### config.mk
export PLATFORM = sky130hd
export DESIGN_NAME = memc_sgl_arbiter_flat
export DESIGN_NICKNAME = d
export VERILOG_FILES = /design/src/rtl/memc_sgl_arbiter_pkg.sv /design/src/rtl/memc_sgl_arbiter_if.sv /design/src/rtl/memc_sgl_arbiter_owner_fifo.sv /design/src/rtl/memc_sgl_arbiter.sv /design/src/flat_wrapper.sv
export SDC_FILE = /design/constraint.sdc
export NUM_CORES = 1
export LEC_CHECK = 0
export CAP_MARGIN = 40
export CORE_AREA = 2 2 239 241
export DETAILED_ROUTE_END_ITERATION = 6
export DIE_AREA = 0 0 241 243
export PLACE_DENSITY = 0.42
export SLEW_MARGIN = 5
export SYNTH_ARGS = -nofsm -noshare
export SYNTH_HDL_FRONTEND = slang
export SYNTH_SLANG_ARGS = --single-unit
### constraint.sdc
create_clock -name clk -period 5.2 [get_ports clk]
set_clock_uncertainty 0.2 [all_clocks]
set_input_delay 1.56 -clock clk [delete_from_list [all_inputs] [get_ports clk]]
set_output_delay 1.56 -clock clk [all_outputs]
set_load 0.05 [all_outputs]
### src/rtl/memc_sgl_arbiter_pkg.sv
// Shared memory-controller request/response types and the command-kind helper
// used by the single-access port arbiter.
package memc_sgl_arbiter_pkg;

  typedef enum logic [3:0] {
    MEMC_NONE       = 4'd0,
    MEMC_READ_BYTE  = 4'd1,
    MEMC_READ_HALF  = 4'd2,
    MEMC_READ_WORD  = 4'd3,
    MEMC_WRITE_BYTE = 4'd4,
    MEMC_WRITE_HALF = 4'd5,
    MEMC_WRITE_WORD = 4'd6
  } MemC_Cmd;

  typedef enum logic {
    KIND_LOAD  = 1'b0,
    KIND_STORE = 1'b1
  } MemcReqKind;

  typedef struct packed {
    MemC_Cmd     cmd;
    logic [31:0] readAddr;
    logic [31:0] writeAddr;
    logic [31:0] data;
  } MemController_Req;

  typedef struct packed {
    logic        valid;
    logic [31:0] data;
  } MemC_SglRes;

  typedef struct packed {
    logic [2:0] stall;
    MemC_SglRes sglLdRes;
    MemC_SglRes sglStRes;
    MemC_SglRes cacheLdRes;
  } MemController_Res;

  // Stall bit owned by the single-access port.
  localparam int STALL_SGL = 2;

  function automatic MemcReqKind memcReqKind(input MemC_Cmd cmd);
    case (cmd)
      MEMC_READ_BYTE, MEMC_READ_HALF, MEMC_READ_WORD: return KIND_LOAD;
      default:                                        return KIND_STORE;
    endcase
  endfunction

  function automatic logic isLoad(input MemC_Cmd cmd);
    return memcReqKind(cmd) == KIND_LOAD;
  endfunction

endpackage

### src/rtl/memc_sgl_arbiter_if.sv
// Request/response bundle between the single-access requesters, the arbiter
// and the memory controller's uncached port.
interface memc_sgl_arbiter_if #(parameter int NUM_REQ = 2);
  import memc_sgl_arbiter_pkg::*;

  MemController_Req IN_req  [NUM_REQ];
  MemController_Res OUT_res [NUM_REQ];
  MemController_Req OUT_memc;
  MemController_Res IN_memc;

  modport slave  (input IN_req, IN_memc, output OUT_res, OUT_memc);
  modport master (output IN_req, IN_memc, input OUT_res, OUT_memc);
endinterface

### src/rtl/memc_sgl_arbiter_owner_fifo.sv
// In-order FIFO of requester IDs that own outstanding single-access operations.
// A push into a full FIFO is accepted when a pop happens in the same cycle.
module memc_sgl_arbiter_owner_fifo #(
  parameter int DEPTH = 2,
  parameter int ID_W  = 1
) (
  input  logic            clk,
  input  logic            rst,
  input  logic            push,
  input  logic [ID_W-1:0] pushId,
  input  logic            pop,
  output logic [ID_W-1:0] head,
  output logic            full,
  output logic            empty
);
  localparam int PW = (DEPTH > 1) ? $clog2(DEPTH) : 1;
  localparam int CW = $clog2(DEPTH + 1);

  logic [ID_W-1:0] mem [DEPTH];
  logic [PW-1:0]   rdPtr, wrPtr;
  logic [CW-1:0]   count;
  logic            doPush, doPop;

  function automatic logic [PW-1:0] ptrInc(input logic [PW-1:0] p);
    return (p == PW'(DEPTH - 1)) ? '0 : p + 1'b1;
  endfunction

  assign empty  = (count == '0);
  assign full   = (count == CW'(DEPTH));
  assign head   = mem[rdPtr];
  assign doPop  = pop && !empty;
  assign doPush = push && (!full || doPop);

  always_ff @(posedge clk or posedge rst) begin
    if (rst) begin
      rdPtr <= '0;
      wrPtr <= '0;
      count <= '0;
    end else begin
      if (doPush) wrPtr <= ptrInc(wrPtr);
      if (doPop)  rdPtr <= ptrInc(rdPtr);
      case ({doPush, doPop})
        2'b10:   count <= count + 1'b1;
        2'b01:   count <= count - 1'b1;
        default: count <= count;
      endcase
    end
  end

  always_ff @(posedge clk) begin
    if (doPush) mem[wrPtr] <= pushId;
  end
endmodule

### src/rtl/memc_sgl_arbiter.sv
// Round-robin arbiter for the memory controller's single-access port; routes
// each load/store response back to the requester that issued it.
module memc_sgl_arbiter
  import memc_sgl_arbiter_pkg::*;
#(
  parameter int NUM_REQ = 2,
  parameter int MAX_OUT = 2
) (
  input  logic               clk,
  input  logic               rst,
  memc_sgl_arbiter_if.slave  bus
);
  localparam int GW = (NUM_REQ > 1) ? $clog2(NUM_REQ) : 1;

  typedef enum logic {IDLE, ISSUE} State_t;

  State_t           state, nextState;
  MemController_Req memcReg, memcNext;
  logic [GW-1:0]    lastGrant, grantIdx, ldHead, stHead;
  logic [NUM_REQ-1:0] eligible;
  logic             slotFree, grantVld, found;
  logic             ldPush, stPush, ldPop, stPop;
  logic             ldFull, stFull, ldEmpty, stEmpty;
  int               rrIdx;

  assign ldPop    = bus.IN_memc.sglLdRes.valid && !ldEmpty;
  assign stPop    = bus.IN_memc.sglStRes.valid && !stEmpty;
  assign slotFree = (state == IDLE) || !bus.IN_memc.stall[STALL_SGL];

  // A full FIFO still has room when a same-kind response frees its head now.
  for (genvar i = 0; i < NUM_REQ; i++) begin : gElig
    assign eligible[i] = (bus.IN_req[i].cmd != MEMC_NONE) &&
                         (isLoad(bus.IN_req[i].cmd) ? (!ldFull || ldPop)
                                                    : (!stFull || stPop));
  end

  always_comb begin
    found    = 1'b0;
    grantIdx = lastGrant;
    rrIdx    = 0;
    for (int k = 1; k <= NUM_REQ; k++) begin
      rrIdx = int'(lastGrant) + k;
      if (rrIdx >= NUM_REQ) rrIdx = rrIdx - NUM_REQ;
      if (!found && eligible[GW'(rrIdx)]) begin
        found    = 1'b1;
        grantIdx = GW'(rrIdx);
      end
    end
    grantVld = found && slotFree;
  end

  assign ldPush = grantVld && isLoad(bus.IN_req[grantIdx].cmd);
  assign stPush = grantVld && !isLoad(bus.IN_req[grantIdx].cmd);

  always_comb begin
    nextState = state;
    memcNext  = memcReg;
    if (grantVld) begin
      nextState = ISSUE;
      memcNext  = bus.IN_req[grantIdx];
    end else if (state == ISSUE && !bus.IN_memc.stall[STALL_SGL]) begin
      nextState    = IDLE;
      memcNext     = 'x;
      memcNext.cmd = MEMC_NONE;
    end
  end

  always_ff @(posedge clk or posedge rst) begin
    if (rst) begin
      state     <= IDLE;
      memcReg   <= '0;
      lastGrant <= GW'(NUM_REQ - 1);
    end else begin
      state   <= nextState;
      memcReg <= memcNext;
      if (grantVld) lastGrant <= grantIdx;
    end
  end

  assign bus.OUT_memc = memcReg;

  for (genvar i = 0; i < NUM_REQ; i++) begin : gRes
    always_comb begin
      bus.OUT_res[i]                   = bus.IN_memc;
      bus.OUT_res[i].stall[STALL_SGL]  = !(grantVld && grantIdx == GW'(i));
      bus.OUT_res[i].sglLdRes.valid    = ldPop && (ldHead == GW'(i));
      bus.OUT_res[i].sglStRes.valid    = stPop && (stHead == GW'(i));
    end
  end

  memc_sgl_arbiter_owner_fifo #(.DEPTH(MAX_OUT), .ID_W(GW)) ldFifo (
    .clk(clk), .rst(rst), .push(ldPush), .pushId(grantIdx), .pop(ldPop),
    .head(ldHead), .full(ldFull), .empty(ldEmpty)
  );

  memc_sgl_arbiter_owner_fifo #(.DEPTH(MAX_OUT), .ID_W(GW)) stFifo (
    .clk(clk), .rst(rst), .push(stPush), .pushId(grantIdx), .pop(stPop),
    .head(stHead), .full(stFull), .empty(stEmpty)
  );

  // A response with no recorded owner is dropped; it must never happen.
  noOrphanLd: assert property (@(posedge clk) disable iff (rst)
                               !(bus.IN_memc.sglLdRes.valid && ldEmpty));
  noOrphanSt: assert property (@(posedge clk) disable iff (rst)
                               !(bus.IN_memc.sglStRes.valid && stEmpty));
endmodule

### src/flat_wrapper.sv
// flat-port wrapper written by rule: the top's interface ports become plain ports
module memc_sgl_arbiter_flat import memc_sgl_arbiter_pkg::*;
#(
  parameter int NUM_REQ = 2,
  parameter int MAX_OUT = 2
)
  (clk, rst, bus_IN_req, bus_IN_memc, bus_OUT_res, bus_OUT_memc);
  memc_sgl_arbiter_if #(.NUM_REQ(NUM_REQ)) bus_i ();
  input  logic clk;
  input  logic rst;
  input wire logic [$bits(bus_i.IN_req)-1:0] bus_IN_req;
  input wire logic [$bits(bus_i.IN_memc)-1:0] bus_IN_memc;
  output wire logic [$bits(bus_i.OUT_res)-1:0] bus_OUT_res;
  output wire logic [$bits(bus_i.OUT_memc)-1:0] bus_OUT_memc;
  assign bus_i.IN_req = {>>{bus_IN_req}};
  assign bus_i.IN_memc = bus_IN_memc;
  assign bus_OUT_res = {>>{bus_i.OUT_res}};
  assign bus_OUT_memc = bus_i.OUT_memc;
  memc_sgl_arbiter #(.NUM_REQ(NUM_REQ), .MAX_OUT(MAX_OUT)) u_core (.clk(clk), .rst(rst), .bus(bus_i));
endmodule
Yosys cells after proc, flatten, opt, wreduce, memory -nomap -nowiden
Memories as Yosys holds them, arrays and structs flattened.
Index checks and enable logic that the tools add are counted.
- word-level logic and storage cells: 116
- memory bits (read-only): 0
- memories kept: 2
- RAM bits: 4
- bits in latches: 0
- bits in registers: 110
- output and inout bits: 304
- memories (memory ; depth ; bits a word ; read ports ; clocked after Yosys merged registers in ; wr ports ; RTL line ; source):
    u_core.ldFifo.mem ; 2 ; 1 ; 1 ; 0 ; 1 ; memc_sgl_arbiter_owner_fifo.sv:19 ; logic [ID_W-1:0] mem [DEPTH];
    u_core.stFifo.mem ; 2 ; 1 ; 1 ; 0 ; 1 ; memc_sgl_arbiter_owner_fifo.sv:19 ;
- $add $sub $neg: 12
- bitwise logic cells: 5
- muxes and demuxes: 28
- $mul: 0
- div/mod/pow operators: 0
- $lt $le $gt $ge: 5
- reductions and logical operators: 40
- shift-type cells: 0
- eq/ne operators: 12
- operator list (kind ; number):
    $mux 100 ; 5
    $mux 1 ; 21
    $logic_and 1x1->1 ; 18
    $eq 4x2->1 const B ; 4
    $logic_not 1->1 ; 9
    $eq 2x2->1 const B ; 4
    $eq 4x1->1 const B ; 2
    $pmux 2 s2 ; 2
    $lt 1x3->1 const B ; 2
    $reduce_bool 2->1 ; 3
    $reduce_or 3->1 ; 2
    $logic_or 1x1->1 ; 5
    $add 1x1->1 const B ; 4
    $add 2x1->2 const B ; 2
    $eq 2x1->1 const B ; 2
    $ge 2x2->1 const B ; 2
    $logic_not 2->1 ; 2
    $not 1->1 ; 4
    $reduce_bool 4->1 ; 1
    $sub 2x1->2 const B ; 2
    $add 1x2->3 const B ; 1
    $ge 3x2->1 const B ; 1
    $add 1x1->2 const B ; 1
    $not 1->2 ; 1
    $sub 1x1->1 const B ; 2

Logic depth before layout (Yosys ltp)
Gate-level depths: netlist of run 1.
- word-level depth: 23
- depth in mapped cells: 11
- depth with buffers taken out: 10

Modules after synthesis
A second synthesis of run 1 with hierarchy kept.
- cells, all modules: 735
- area, all modules: 6969.2 um^2
- modules (own cells, without submodules) (module ; sequential area each (um^2) ; area each (um^2) ; instances ; cells an instance):
    memc_sgl_arbiter ; 2553.7 ; 6373.6 ; 1 ; 679
    memc_sgl_arbiter_owner_fifo ; 160.2 ; 297.8 ; 2 ; 28

Worst setup path before layout of run 1
Ideal clock, no wire load.
- kind: input to output
- from: in bus_IN_req[199]
- to: out bus_OUT_res[203]
- stages: 6
- setup slack: 381 ps
- required time: 3440 ps
- data arrival time: 3059 ps
- buffers on the path: 1
- path through: or2_1 nor3_2 o21ai_4 nor2_1 clkbuf_1 inv_1
- word-level cells in the longest chain between the ends: 13
- elaborated cells on any way between the ends: 21
- classes of those cells: eq/ne (3); mux (9); bitwise (1); reduce/logical (8)
- RTL lines (item ; RTL line ; source):
    start: declaration ; flat_wrapper.sv:11 ; input wire logic [$bits(bus_i.IN_req)-1:0] bus_IN_req;
    $eq 4x1->1 or $eq 4x2->1 (tied branches) ; memc_sgl_arbiter_pkg.sv:43 ; case (cmd)
    $reduce_or 3->1 ; memc_sgl_arbiter_pkg.sv:43 ;
    $mux 1 ; memc_sgl_arbiter.sv:33 ; (isLoad(bus.IN_req[i].cmd) ? (!ldFull || ldPop)
    $logic_and 1x1->1 (*) ; memc_sgl_arbiter.sv:32 ; assign eligible[i] = (bus.IN_req[i].cmd != MEMC_NONE) &&
    $mux 1 (implied by the code) (2 in a row) ; memc_sgl_arbiter.sv:44 ; if (!found && eligible[GW'(rrIdx)]) begin
    $mux 1 ; memc_sgl_arbiter.sv:44 ;
    $logic_not 1->1 ; memc_sgl_arbiter.sv:44 ;
    $logic_and 1x1->1 ; memc_sgl_arbiter.sv:44 ;
    $mux 1 ; memc_sgl_arbiter.sv:44 ;
    $logic_and 1x1->1 or $not 1->1 (tied branches) ; memc_sgl_arbiter.sv:49, memc_sgl_arbiter.sv:85 ;
    $logic_and 1x1->1 (*) ; memc_sgl_arbiter.sv:85 ; bus.OUT_res[i].stall[STALL_SGL] = !(grantVld && grantIdx == GW'(i));
    $logic_not 1->1 (*) ; memc_sgl_arbiter.sv:85 ;
    end: declaration ; flat_wrapper.sv:13 ; output wire logic [$bits(bus_i.OUT_res)-1:0] bus_OUT_res;
Mark *: on every way between the ends. The rest lies on a longest branch, timed or not. The select of a mux whose other input is x is not followed.

Worst setup path in the final report of run 1
Same ends and word-level chain as after synthesis.

==> run_results.csv, run 1 <==
group,metric,value,unit
outcome,status,"complete, no violations",
synth,synth_area_leaders,"dfrtp_1 (43%), buf_4 (23%), a222oi_1 (15%)",
critical_path,cp-start-kind,"input pin",
floorplan,initial_core_util,0.115,
critical_path,required,3.44,ns
place,dpl-instance-area,0.00900,mm²
synth,synth_nets,928,
sta,rsz0062_at_grt,"false",
synth,ys_types,35,
power_and_ir_drop,leakagePower,4.12,nW
finish,area_growth,49.4,%
synth,ys_warn_count,0,
detailed_routing,wirelength,26.8,mm
critical_path,crit_path_max_fanout,5,
clocking,cts_resized,0,
finish,drive_above_1_share,0.0832,
floorplan,io_pins,608,
detailed_routing,drtIter0Drc,487,
synth,synth_seq_area_share,0.448,
finish,stdcell_area,0.00958,mm²
clocking,clk-insertion-delay-late,0.47,ns
sta,finalHoldViolations,0,
place,place_worst_setup_slack,0.259,ns
clocking,cts_tree,"done",
grt,grt_pass1_wl,36.5,mm
clocking,cts_num_sinks,114,
synth,synth_top_area_cell,"dfrtp_1",
floorplan,dieWidth,241,µm
critical_path,r2r-start,"u_core.ldFifo.count[1]",
floorplan,die_y,243,µm
clocking,clock-root-buffer,"clkbuf_16",
clocking,numCtsBuffers,17,
synth,synthAdderAreaFrac,0.00390,
critical_path,r2r_cells,8,
critical_path,cp_cell_sequence,"clkdlybuf4s50_1, or2_1, nor3_2, o21ai_4, nor2_4, inv_1, buf_4",
detailed_routing,post_drt_wl_per_cell,17.9,µm
power_and_ir_drop,pwr-share-clk,0.197,
sta,max_freq,0.204,GHz
critical_path,worst-path-buf-inv,3,
synth,muxShareOfSynthArea,0.00936,
grt,antenna_found_initial,1,
synth,ys_ff_latch,114,
clocking,post_cts_buffers,0,
critical_path,cp-end-kind,"output pin",
finish,final_util,0.171,
power_and_ir_drop,vdd_drop_max,359,µV
floorplan,core,0.0560,mm²
place,place_congestion,0.701,
synth,synth_compound_area_frac,0.172,
synth,synth.avg_cell_area,10.3,µm²
detailed_routing,vias,5080,
clocking,clockBufferDepth,2,
floorplan,rows,87,
synth,ys_dominant_reg_cell,"dfrtp_1",
critical_path,r2r_slack,2.29,ns
critical_path,worst_path_max_delay_cell,"clkdlybuf4s50_1",
synth,synth_edf_count,4,
power_and_ir_drop,swShare,0.481,
detailed_routing,ant_nets,0,
critical_path,r2r-end,"u_core.bus.OUT_memc[45]",
sta,worst_pin_slew,0.672,ns
sta,layout_setup_ws,0.289,ns
synth,synthXorXnorAreaFrac,0.0176,
clocking,path_clk_slew,0.06,ns
sta,fin_setup_tns,0,ns
grt,grt_pass1_vias,5211,
worst_hold_path,min_path_type,"register to register",
place,port_buffers,310,
finish,fin_nets,1039,
critical_path,cp.arrival,3.15,ns
grt,grt_use_total,0.0895,
clocking,h-tree-depth,4,
floorplan,die_area,0.0586,mm²
clocking,hold_buffers,0,
power_and_ir_drop,powerDensity,653,mW/mm²
sta,relSlewSlack,0.552,
detailed_routing,drc,0,
worst_hold_path,hold_path_end,"u_core.ldFifo.count[1]",
grt,grt_max_degree,111,
sta,final_max_slew_viol_count,0,
power_and_ir_drop,combPwrFrac,0.547,
synth,async_reset_ff_frac,0.965,
synth,netlist_area,0.00641,mm²
detailed_routing,vias_per_cell,3.38,
place,hpwl,19.6,mm
synth,synth-simple-area-share,0.0312,
sta,period_minus_slack,4.91,ns
worst_hold_path,hold_depth,1,
synth,synth_top_family_by_area,"buffers and inverters",
detailed_routing,drtPass1Iterations,6,
critical_path,crit_start,"bus_IN_req[199]",
worst_hold_path,min_from,"u_core.ldFifo.count[1]",
power_and_ir_drop,p_switching,3.01,mW
synth,synthCells,622,
critical_path,slowest_delay,0.44,ns
job,cap_violations,0,
critical_path,critical_path_class,"input pin to output pin",
sta,setup_violations,0,
sta,period_share,0.944,
critical_path,critical_path.top_delay_family,"simple AND/OR/NAND/NOR gates",
power_and_ir_drop,seqPwrFrac,0.256,
finish,antenna_cells,0,
grt,grt_overflow,0,
power_and_ir_drop,intPower,3.25,mW
synth,netlist.area_leader.share,0.425,
-- how the worst max path moves through the flow --
stage,to,cells past startpoint
2_1_floorplan,bus_OUT_res[203],6
3_5_place_dp,bus_OUT_res[203],7
6_report,bus_OUT_res[203],7
4_1_cts,bus_OUT_res[203],7
3_3_place_gp,bus_OUT_res[203],7
5_1_grt,bus_OUT_res[203],7
-- through the flow --
step / power (mW) / hold WS, ns / cells
3_3_place_gp: 5.05 / 0.270 / 1469
5_1_grt: 6.59 / 0.300 / 1501
4_1_cts: 6.39 / 0.279 / 1501
2_1_floorplan: 4.14 / 0.248 / 622
3_5_place_dp: 5.06 / 0.268 / 1470
6_report: 6.26 / 0.272 / 1501
-- placed cells by master (no fill, tap or decap), types with 5 or more instances in the layout --
cell type	count
inv_1	103
xnor2_1	8
a222oi_1	96
mux2i_1	6
nand2_1	9
dfrtp_1	109
buf_12	5
nor2_1	14
clkbuf_16	17
o21ai_0	5
buf_4	12
clkdlybuf4s50_1	304
-- power by group through the flow --
stage	sequential, mW	clock [mW]	combinational (mW)
floorplan	2.87	0	1.27
global route	1.65	1.34	3.60
global placement	1.60	0	3.44
CTS	1.61	1.32	3.47
detailed placement	1.60	0	3.46
finish	1.61	1.23	3.42
-- Yosys cell counts (2+ instances only) --
master and number:
and2_1 2, ha_1 2, inv_1 104, mux2i_1 6, buf_2 10, o21ai_1 4
nor2b_1 3, a31oi_1 2, dfrtp_1 109, buf_6 3, o21ai_0 5, a21oi_1 4
a222oi_1 96, xor2_1 3, edfxtp_1 4, nand2_1 9, nor2_2 2, clkbuf_1 18
buf_4 199, xnor2_1 8, nor2_1 15
-- state kept, by name (all words and copies together) (netlist names) --
signal	flops
u_core.bus.OUT_memc	100
u_core.lastGrant	1
u_core.ldFifo.count	2
u_core.ldFifo.mem	2
u_core.ldFifo.rdPtr	1
u_core.ldFifo.wrPtr	1
u_core.stFifo.count	2
u_core.stFifo.mem	2
u_core.stFifo.rdPtr	1
u_core.stFifo.wrPtr	1
u_core.state	1
-- layout make-up --
class	instances	area (µm²)
well taps	756	946
clock buffers	17	425
multi-input cells	174	1530
fillers	6254	46400
inverters	104	393
clock inverters	14	154
flip-flops and latches	114	2870
repair buffers	322	3260
-- worst reg2reg max path, stage by stage, from the launching register on --
cell      delay [ns]
dfrtp_1         0.39
nor3b_2         0.20
nor3_2          0.30
o21ai_4         0.12
nor2_4          0.15
buf_4           0.52
buf_4           0.60
a222oi_1        0.26
inv_1           0.10
-- kinds of logic (layout without fill, tap and decap cells) --
group           Yosys count  after routing
buf+inv                 334            457
compound gates          116            116
flops                   114            114
mux                       6              6
xor+xnor                 12             12
fa+ha+maj                 2              2
simple gates             38             38
-- per-layer routing --
metal	wire (µm)	track usage	part of all wire
met5	13	0	0.00049
met4	1710	0.0741	0.064
met3	3270	0.0457	0.12
met2	12700	0.141	0.47
met1	9130	0.0869	0.34
Power figures use the tool's default switching activity.
==> inputs of run 2 (changes only) <==
--- a/config.mk
+++ b/config.mk
@@ -10,6 +10,7 @@
 export DETAILED_ROUTE_END_ITERATION = 6
 export DIE_AREA = 0 0 241 243
 export PLACE_DENSITY = 0.42
+export SETUP_SLACK_MARGIN = 0.3
 export SLEW_MARGIN = 5
 export SYNTH_ARGS = -nofsm -noshare
 export SYNTH_HDL_FRONTEND = slang
==> run 2 against run 1 <==
Critical path type unchanged. Via count rose by 0.22%. The run now ends with design-rule violations left. Highest routed layer unchanged. Core utilization barely moved. Clock power barely moved. Routed wire length rose by 0.33%. Combinational power barely moved.
==> run_results.csv, run 2 (synthesis results as in run 1) <==
group,metric,value,unit
floorplan,die_y,243,µm
sta,final_max_slew_viol_count,0,
grt,grt_use_total,0.0896,
outcome,status,"finished, violations left",
finish,fin_nets,1039,
detailed_routing,ant_nets,0,
critical_path,required,3.44,ns
finish,largest_reg_flops,100,
place,place_congestion,0.701,
detailed_routing,drc,5,
critical_path,cp-end-kind,"output pin",
finish,area_growth,49.7,%
sta,rsz0062_at_grt,"false",
critical_path,cp-start-kind,"input pin",
place,hpwl,19.6,mm
sta,finalHoldViolations,0,
finish,layout_commonest_cell,"clkdlybuf4s50_1",
sta,relSlewSlack,0.554,
grt,antenna_found_initial,1,
clocking,path_clk_slew,0.06,ns
detailed_routing,vias_per_cell,3.39,
finish,drive_above_1_share,0.0872,
outcome,violations,"design-rule violations",
sta,max_freq,0.209,GHz
detailed_routing,drtPass1Iterations,7,
finish,mostFrequentLayoutCells,"clkdlybuf4s50_1 (304), dfrtp_1 (109), inv_1 (103), a222oi_1 (96), clkbuf_16 (17)",
power_and_ir_drop,vdd_drop_max,359,µV
job,cap_violations,0,
detailed_routing,vias,5091,
grt,grt_pass1_wl,36.5,mm
floorplan,io_pins,608,
sta,worst_pin_slew,0.670,ns
floorplan,core,0.0560,mm²
sta,setup_violations,0,
power_and_ir_drop,leakagePower,4.12,nW
detailed_routing,wirelength,26.9,mm
floorplan,initial_core_util,0.115,
critical_path,cp.arrival,3.02,ns
detailed_routing,drtIter0Drc,479,
critical_path,crit_path_max_fanout,5,
clocking,clk-insertion-delay-late,0.47,ns
place,place_worst_setup_slack,0.259,ns
floorplan,die_area,0.0586,mm²
power_and_ir_drop,powerDensity,653,mW/mm²
floorplan,dieWidth,241,µm
grt,grt_max_degree,111,
clocking,hold_buffers,0,
detailed_routing,post_drt_wl_per_cell,17.9,µm
clocking,cts_num_sinks,114,
place,port_buffers,310,
worst_hold_path,min_path_type,"register to register",
critical_path,critical_path_class,"input pin to output pin",
clocking,cts_tree,"done",
grt,grt_pass1_vias,5224,
sta,layout_setup_ws,0.424,ns
sta,period_minus_slack,4.78,ns
clocking,h-tree-depth,4,
finish,antenna_cells,0,
grt,grt_overflow,0,
clocking,clockBufferDepth,2,
sta,period_share,0.918,
clocking,numCtsBuffers,17,
clocking,clock-root-buffer,"clkbuf_16",
floorplan,rows,87,
sta,fin_setup_tns,0,ns
-- run 2: cell count changes in the layout (fill, tap and decap cells not counted) --
cell / previous run / this run
nor3_4: 0 / 1
nor3_2: 1 / 0
nor2_2: 1 / 3
nor3b_2: 1 / 0
nor2_1: 14 / 12
or2_1: 1 / 0
or2_4: 0 / 1
nor3b_4: 1 / 2
-- run 2: path summary, 6_finish.rpt --
path / startpoint / cells after the start / end / slack, ns
setup / recovery: bus_IN_memc[98] / 7 / bus_OUT_res[203] / 0.42
hold / removal: u_core.stFifo.count[1] / 1 / u_core.stFifo.count[1] / 0.29
hold reg to reg: u_core.stFifo.count[1] / 1 / u_core.stFifo.count[1] / 0.29
setup reg to reg: u_core.ldFifo.count[1] / 8 / u_core.bus.OUT_memc[51] / 2.35
min in group asynchronous: rst / 3 / u_core.bus.OUT_memc[22] / 1.41
max in group asynchronous: rst / 3 / u_core.bus.OUT_memc[40] / 2.87
-- run 2: metal layers --
metal	track usage	vias to the layer above	wire length [µm]
li1	-	2212	-
met1	0.0869	2382	9030
met2	0.142	387	12800
met3	0.0457	108	3310
met4	0.0741	2	1740
met5	0	-	13
-- run 2: worst max-delay path: stages --
cell and delay (ns):
clkdlybuf4s50_1 0.46, nor3b_4 0.33, nor3_4 0.09, o21ai_4 0.22, nor2_4 0.07, inv_1 0.06, buf_4 0.20
-- run 2: per-stage QoR --
step,hold slack [ns],instances,total power [mW],instance area (µm²),utilization
2_1_floorplan,0.248,622,4.14,6410,-
3_3_place_gp,0.270,1469,5.05,8980,0.160
3_5_place_dp,0.268,1470,5.06,9000,0.161
4_1_cts,0.279,1501,6.39,9590,0.171
5_1_grt,0.303,1501,6.60,9600,0.172
6_report,0.290,1501,6.27,9600,0.172
-- run 2: final cells by class --
cell class | count | area, µm²
clock inverters | 14 | 154
fillers | 6254 | 46300
clock buffers | 17 | 425
inverters | 104 | 393
repair buffers | 322 | 3260
well taps | 756 | 946
flip-flops and latches | 114 | 2870
multi-input cells | 174 | 1550
-- run 2: where the power goes --
part / switching (mW) / total, mW / leakage [nW] / internal, mW
clock network: 0.525 / 1.23 / 0.285 / 0.708
logic: 2.21 / 3.43 / 2.43 / 1.22
registers: 0.284 / 1.61 / 1.41 / 1.32
-- run 2: what timing repair did --
item                                    4_1_cts  5_1_grt
gates cloned                                  0        0
setup buffers                                 0        0
gates resized for setup                       1        4
endpoints found under the setup margin        1        2
pin swaps                                     1        0
==> inputs of run 3 (changes only) <==
--- a/config.mk
+++ b/config.mk
@@ -6,10 +6,10 @@
 export NUM_CORES = 1
 export LEC_CHECK = 0
 export CAP_MARGIN = 40
-export CORE_AREA = 2 2 239 241
+export CORE_AREA = 3 3 233 235
 export DETAILED_ROUTE_END_ITERATION = 6
-export DIE_AREA = 0 0 241 243
-export PLACE_DENSITY = 0.42
+export DIE_AREA = 0 0 236 238
+export PLACE_DENSITY = 0.43
 export SETUP_SLACK_MARGIN = 0.3
 export SLEW_MARGIN = 5
 export SYNTH_ARGS = -nofsm -noshare
==> run 3 against run 2 <==
The flow now finishes without violations. Routed wire length increased by 5.9%. Critical path depth rose by 1. Global-route usage up 0.90 points. Die area down 4.1%. Critical path type unchanged. Register-to-register slack got worse by 0.13 ns. Design area shrank 0.64%. Fmax grew 1.2%.
==> run_results.csv, run 3 (synthesis results as in run 1) <==
group,metric,value,unit
outcome,status,"complete, no violations",
detailed_routing,wirelength,28.5,mm
detailed_routing,drc,0,
power_and_ir_drop,intPower,3.24,mW
clocking,path_clk_slew,0.05,ns
power_and_ir_drop,seqPwrFrac,0.257,
critical_path,r2r-start,"u_core.ldFifo.count[1]",
power_and_ir_drop,pwr-share-clk,0.192,
finish,final_util,0.182,
critical_path,critical_path.top_delay_family,"buffers and inverters",
worst_hold_path,min_path_type,"register to register",
detailed_routing,drtIter0Drc,546,
place,hpwl,21.9,mm
floorplan,die_area,0.0562,mm²
place,port_buffers,310,
worst_hold_path,hold_depth,2,
grt,grt_pass1_vias,5540,
clocking,clock-root-buffer,"clkbuf_16",
critical_path,cp-start-kind,"input pin",
grt,grt_overflow,0,
clocking,clk-insertion-delay-late,0.46,ns
sta,period_share,0.908,
grt,grt_max_degree,70,
grt,grt_pass1_wl,39.3,mm
power_and_ir_drop,powerDensity,651,mW/mm²
critical_path,cp-end-kind,"output pin",
floorplan,initial_core_util,0.122,
critical_path,r2r-end,"u_core.bus.OUT_memc[55]",
finish,fill_cells,5775,
finish,fin_nets,1043,
sta,max_freq,0.212,GHz
floorplan,core,0.0524,mm²
critical_path,r2r_cells,9,
finish,mostFrequentLayoutCells,"clkdlybuf4s50_1 (299), dfrtp_1 (109), inv_1 (103), a222oi_1 (96), clkbuf_16 (17)",
sta,fin_setup_tns,0,ns
place,place_congestion,0.713,
floorplan,io_pins,608,
critical_path,cp.arrival,2.96,ns
sta,setup_violations,0,
critical_path,crit_start,"bus_IN_memc[65]",
finish,regArea,0.00287,mm²
critical_path,cp_cell_sequence,"clkdlybuf4s50_1, nor3b_4, nor2_2, o21ai_4, buf_12, nor2_4, inv_1, buf_6",
critical_path,required,3.44,ns
power_and_ir_drop,swShare,0.479,
clocking,clockBufferDepth,2,
critical_path,worst-path-buf-inv,4,
detailed_routing,post_drt_wl_per_cell,19.8,µm
sta,period_minus_slack,4.72,ns
floorplan,dieWidth,236,µm
grt,antenna_found_initial,1,
clocking,cts_num_sinks,114,
clocking,numCtsBuffers,17,
worst_hold_path,hold_path_end,"u_core.bus.OUT_memc[45]",
sta,finalHoldViolations,0,
detailed_routing,vias,5086,
power_and_ir_drop,leakagePower,4.17,nW
critical_path,crit_path_max_fanout,5,
job,cap_violations,0,
detailed_routing,ant_nets,0,
sta,relSlewSlack,0.462,
sta,worst_pin_slew,0.807,ns
clocking,cts_tree,"done",
floorplan,rows,84,
power_and_ir_drop,p_switching,2.98,mW
grt,grt_use_total,0.0985,
sta,rsz0062_at_grt,"false",
detailed_routing,drtPass1Iterations,6,
detailed_routing,vias_per_cell,3.53,
finish,multi_input_area,0.00155,mm²
clocking,hold_buffers,0,
critical_path,slowest_delay,0.53,ns
power_and_ir_drop,combPwrFrac,0.550,
critical_path,r2r_slack,2.22,ns
finish,largest_reg_flops,100,
clocking,h-tree-depth,4,
finish,area_growth,48.8,%
critical_path,worst_path_max_delay_cell,"clkdlybuf4s50_1",
power_and_ir_drop,vdd_drop_max,312,µV
worst_hold_path,min_from,"u_core.bus.OUT_memc[45]",
critical_path,critical_path_class,"input pin to output pin",
finish,drive_above_1_share,0.0920,
sta,final_max_slew_viol_count,0,
floorplan,die_y,238,µm
finish,layout_commonest_cell,"clkdlybuf4s50_1",
-- run 3: cell count changes in the layout (fill, tap and decap cells not counted), sizes merged --
cell	delta
buf	+4
dlymetal6s2s	+4
diode	+1
inv	-2
clkinv	+1
dlygate4sd2	+1
clkinvlp	+2
clkdlybuf4s50	-5
-- run 3: layout make-up --
type,instances,area share
Sequential cell,114,0.301
Timing Repair Buffer,326,0.343
Clock buffer,17,0.0446
Multi-Input combinational cell,174,0.163
Clock inverter,15,0.0167
Tap cell,688,0.0902
Antenna cell,1,0.000262
Inverter,104,0.0412
-- run 3: layer usage --
metal	part of all wire	track usage	wire length, µm
met5	0	0.000842	0
met1	0.34	0.0967	9600
met2	0.49	0.164	14000
met4	0.039	0.0513	1100
met3	0.13	0.0593	3770
-- run 3: repair_timing --
item / CTS / global route
pin swaps: 4 / 4
gates resized for setup: 6 / 6
endpoints found under the hold margin: 0 / 0
endpoints found under the setup margin: 2 / 2
buffers inserted: 4 / 1
-- run 3: worst max path at each step --
stage                        to  slack [ns]  cells past startpoint
2_1_floorplan  bus_OUT_res[203]        0.38                      6
3_3_place_gp   bus_OUT_res[203]        0.19                      7
3_5_place_dp   bus_OUT_res[203]        0.18                      7
4_1_cts        bus_OUT_res[203]        0.32                      8
5_1_grt        bus_OUT_res[101]        0.38                      8
6_report       bus_OUT_res[203]        0.48                      8
-- run 3: power groups by stage --
stage / sequential [mW] / clock [mW] / combinational, mW
finish: 1.60 / 1.20 / 3.42
CTS: 1.60 / 1.27 / 3.45
detailed placement: 1.59 / 0 / 3.43
global route: 1.65 / 1.29 / 3.60
global placement: 1.59 / 0 / 3.43
floorplan: 2.87 / 0 / 1.27
-- run 3: worst register-to-register path: stages, from the launching register on --
cell	delay, ns
dfrtp_1	0.40
nor3b_4	0.19
nor3_4	0.18
o21ai_4	0.09
buf_12	0.15
nor2_4	0.16
buf_4	0.47
buf_4	0.68
a222oi_1	0.31
inv_1	0.10
-- run 3: metrics by stage --
step                      worst slack (ns)  hold WS, ns  power (mW)  std cells  area [µm²]
after detailed placement             0.177        0.269        5.02       1401        8870
after global routing                 0.382        0.304        6.55       1438        9540
after floorplan                      0.381        0.248        4.14        622        6410
after CTS                            0.319        0.293        6.32       1437        9510
after global placement               0.187        0.272        5.02       1401        8870
final                                0.480        0.291        6.21       1439        9540
